## src/rtl/p2_counter_ctrl.sv

```systemverilog
// Sequencing controller for an 8-bit loadable counter register: clear, load, timed increments, wrap detect.
// Optional build macro P2_CTRL_AUTORELOAD_EN: after each wrap, reload the captured value and keep running.
module p2_counter_ctrl #(
    parameter int WIDTH    = 8,
    parameter int TICK_DIV = 4
) (
    input  logic             clk,
    input  logic             rst,
    input  logic             start,
    input  logic             abort,
    input  logic [WIDTH-1:0] init_val,
    input  logic             co,
    output logic             inz,
    output logic             inc,
    output logic             ld,
    output logic [WIDTH-1:0] ld_val,
    output logic             busy,
    output logic             done,
    output logic [WIDTH:0]   inc_count
);

    // state | meaning
    // IDLE  | waiting for start
    // CLEAR | inz strobe to the register
    // LOAD  | ld strobe with captured start value
    // RUN   | prescaled increment pulses until wrap
    // DONE  | one-cycle completion pulse
    typedef enum logic [2:0] {IDLE, CLEAR, LOAD, RUN, DONE} state_t;

    localparam int              PW       = (TICK_DIV > 1) ? $clog2(TICK_DIV) : 1;
    localparam logic [PW-1:0]   PRE_LAST = PW'(TICK_DIV - 1);
    localparam logic [WIDTH:0]  CNT_MAX  = {1'b1, {WIDTH{1'b0}}};

    state_t        state;
    logic [PW-1:0] presc;

    assign inz  = (state == CLEAR);
    assign ld   = (state == LOAD);
    assign done = (state == DONE);
    assign inc  = (state == RUN) && (presc == PRE_LAST);
`ifdef P2_CTRL_AUTORELOAD_EN
    assign busy = (state != IDLE);
`else
    assign busy = (state == CLEAR) || (state == LOAD) || (state == RUN);
`endif

    always_ff @(posedge clk or posedge rst) begin
        if (rst) begin
            state     <= IDLE;
            presc     <= '0;
            ld_val    <= '0;
            inc_count <= '0;
        end else begin
            // inc is already on the register's pins, so it is counted even if abort lands with it
            if (inc && (inc_count != CNT_MAX))
                inc_count <= inc_count + 1'b1;
            if (abort) begin
                state <= IDLE;
            end else begin
                case (state)
                    IDLE: begin
                        if (start) begin
                            ld_val    <= init_val;
                            inc_count <= '0;
                            state     <= CLEAR;
                        end
                    end
                    CLEAR: state <= LOAD;
                    LOAD: begin
                        presc <= '0;
                        state <= RUN;
                    end
                    RUN: begin
                        presc <= (presc == PRE_LAST) ? '0 : presc + 1'b1;
                        if (inc && co)
                            state <= DONE;
                    end
                    DONE: begin
`ifdef P2_CTRL_AUTORELOAD_EN
                        inc_count <= '0;
                        state     <= LOAD;
`else
                        state     <= IDLE;
`endif
                    end
                    default: state <= IDLE;
                endcase
            end
        end
    end

endmodule

```

## config.mk

```make
export PLATFORM = sky130hd
export DESIGN_NAME = p2_counter_ctrl
export DESIGN_NICKNAME = d
export VERILOG_FILES = /design/src/rtl/p2_counter_ctrl.sv
export SDC_FILE = /design/constraint.sdc
export NUM_CORES = 1
export LEC_CHECK = 0
export CAP_MARGIN = 15
export CORE_ASPECT_RATIO = 1.1
export CORE_MARGIN = 2
export CORE_UTILIZATION = 42
export CTS_BUF_LIST = sky130_fd_sc_hd__clkbuf_4 sky130_fd_sc_hd__clkbuf_8
export DETAILED_ROUTE_END_ITERATION = 12
export PLACE_DENSITY_LB_ADDON = 0.1
export REMOVE_ABC_BUFFERS = 1
export SYNTH_ARGS = -nofsm -noshare
export SYNTH_HDL_FRONTEND = slang
export SYNTH_SLANG_ARGS = --single-unit
```

## constraint.sdc

```tcl
create_clock -name clk -period 1.8 [get_ports clk]
set_clock_uncertainty 0.05 [all_clocks]
set_input_delay 0.36 -clock clk [delete_from_list [all_inputs] [get_ports clk]]
set_output_delay 0.36 -clock clk [all_outputs]
set_load 0.02 [all_outputs]
```

==> flow_summary.ini <==
[cts]
cts_max_level = 1
tritoncts = built
cts-buffers-inserted = 3
clockRootBuffer = clkbuf_4
clockBufferDepth = 2
cts_sinks = 22
clk_latency_ns = 0.30
clk_pin_slew_ns = 0.12

[final_layout]
synthToLayoutAreaGrowth_pct = 46.5
antennaDiodeCount = 0
fillers = 219
layout_commonest_cell = clkdlybuf4s50_1
fin_cells = 183
layout_common_cells = clkdlybuf4s50_1 (21), dfrtp_1 (20), buf_4 (17)
fin_nets = 169
drive_gt1_frac = 0.276

[sta]
finalHoldViolations = 0
fin_crit_sh = 0.967
fmax_mhz = 575
final.min_clock_period_ns = 1.74
setup_ws_ns = 0.0598
setup_violations = 0
slew_headroom = 0.763
drv_slew = 0
grt_setup_unrepaired = false
worst_pin_slew_ns = 0.355

[worst_setup_path]
r2r-start = state[1]
arrival_ns = 1.33
start_kind = flop
worstReg2RegEnd = inc_count[5]
reg2reg_slack_ns = 0.12
crit_start = state[0]
worstSetupEndpointType = output pin
crit_type = flop to output pin
critPathMaxFanout = 7
required_ns = 1.39
ff2ff_path_depth = 5

[power]
p_int_mw = 0.992
p_leak_nw = 0.813
swShare = 0.263
peakVddDrop_mv = 0.554
p_clk_frac = 0.277
p_switching_mw = 0.354
power.density_nw_per_um2 = 809
p_seq_frac = 0.445
p_comb_frac = 0.279

[yosys]
synthMuxAreaShare = 0.123
synth_ff_type = dfrtp_1
synth-seq-cells = 22
synth-xor-area-share = 0
synthCells = 102
yosys-top-cells-area = dfrtp_1 (48%), mux2_2 (7.9%), mux2i_1 (4.4%), ha_1 (3.3%), o21ai_0 (3.1%)
synth_edf_count = 0
yosys_warnings = 0
avgSynthCellArea_um2 = 11.1
synth_fa_ha_area_frac = 0.0330
yosysTopAreaCellShare = 0.485
synth_top_family_by_area = simple AND/OR/NAND/NOR gates
yosys.area_share.simple = 0.176
synth_top_area_cell = dfrtp_1
seq_area_frac_synth = 0.485
ys_types = 31
synth-compound-area-share = 0.130
async_flop_share = 1.00
syn-cell-area_um2 = 1140

[global_route]
overflow = 0
grt_first_pass_wirelength_mm = 4.05
antenna_found_initial = 0
grt_use_total = 0.173
first_global_vias = 890
grt_max_degree = 23

[placed_design]
gp_congestion = 0.783
place.port_buffers = 34
hpwl_mm = 1.85
dp.cells = 176
place_ws_ns = -0.0537

[route]
ant_nets = 0
dr.max_layer_used = met4
drt-initial-drc-count = 11
wl_mm = 2.37
via_per_inst = 5.19
wl_met3_um = 96
drc = 0
detail_route.wl_per_cell_um = 13.0
wl_met2_mm = 1.24
wl_met1_mm = 1.02
vias = 950
drtPass1Iterations = 4

[floorplanning]
ios = 35
die_y_um = 58.5
die_area_um2 = 3140
start_util = 0.447
fp-row-count = 19
die_w_um = 53.6
floorplan.core_area_um2 = 2540

[hold_path]
min-delay-path-class = input pin to asynchronous set/reset pin

[run_status]
outcome = finished, final reports clean

[flow_run]
maxCapViolCount = 0
-- cell usage after synthesis, drive strengths merged, types with 2 or more instances --
master,count
buf,4
nand3,3
nand4,2
mux2,8
or4,4
nand2,7
o31ai,3
o21ai,7
nor2,4
mux2i,5
nor4,2
nor3,3
a21boi,3
nor3b,2
inv,8
dfrtp,22
ha,3
-- flip-flops by register name, summed over array words and instances (netlist names) --
name / flops
inc_count: 9
ld_val: 8
presc: 2
state: 3
-- area by class of cell --
type	instances	area, µm²	share of cell area
clock buffer	3	22.5	0.0135
clock inverter	1	30.0	0.0180
inverter	8	30.0	0.0180
multi-input combinational	67	534	0.321
sequential	22	553	0.332
tap	31	38.8	0.0233
timing repair buffer	51	455	0.274
-- logic make-up after synthesis --
| kind of cell | after synthesis |
|---|---|
| mux | 13 |
| flops | 22 |
| buf+inv | 13 |
| compound gates | 19 |
| simple gates | 32 |
| fa+ha+maj | 3 |
-- through the flow --
step           setup TNS, ns  cell area [µm²]  hold slack, ns  power (mW)  utilization
6_report                   0             1660           0.328        1.35        0.654
4_1_cts                    0             1640           0.326        1.36        0.645
3_3_place_gp         -0.0527             1590           0.415       0.968        0.625
5_1_grt                    0             1660           0.339        1.42        0.654
2_1_floorplan              0             1110           0.299       0.779            -
3_5_place_dp          -0.208             1590           0.442       0.982        0.625
-- critical path, cell delays in order, from the launching register on --
cell and delay [ns]:
dfrtp_2 0.48, nor2_2 0.16, and2_1 0.14, clkdlybuf4s15_2 0.25
-- layer usage --
layer / vias up / track usage
li1: 472 / -
met1: 457 / 0.220
met2: 19 / 0.305
met3: 2 / 0.0228
met4: 0 / 0.0440
met5: - / 0
-- worst max-delay path by stage --
| stage | end | slack (ns) | depth (start not counted) |
|---|---|---|---|
| after floorplan | inc_count[0] | 0.12 | 3 |
| after global placement | inc_count[2] | -0.03 | 4 |
| after detailed placement | done | -0.05 | 3 |
| after CTS | ld | 0.002 | 2 |
| after global routing | done | 0.0009 | 3 |
| final | done | 0.06 | 3 |
-- power by group through the flow --
stage	logic, mW	clock network, mW	registers [mW]
after detailed placement	0.372	0	0.610
after global routing	0.406	0.405	0.611
after floorplan	0.112	0	0.667
after CTS	0.367	0.388	0.603
final	0.375	0.373	0.599
after global placement	0.362	0	0.605
-- what timing repair did --
item                       4_1_cts  5_1_grt
hold buffers                     0        0
setup buffers                    0        3
setup endpoints to repair       11       11
gates cloned                     0        0
gates resized for setup         21        7
No activity file was read; power rests on OpenSTA's default activity.
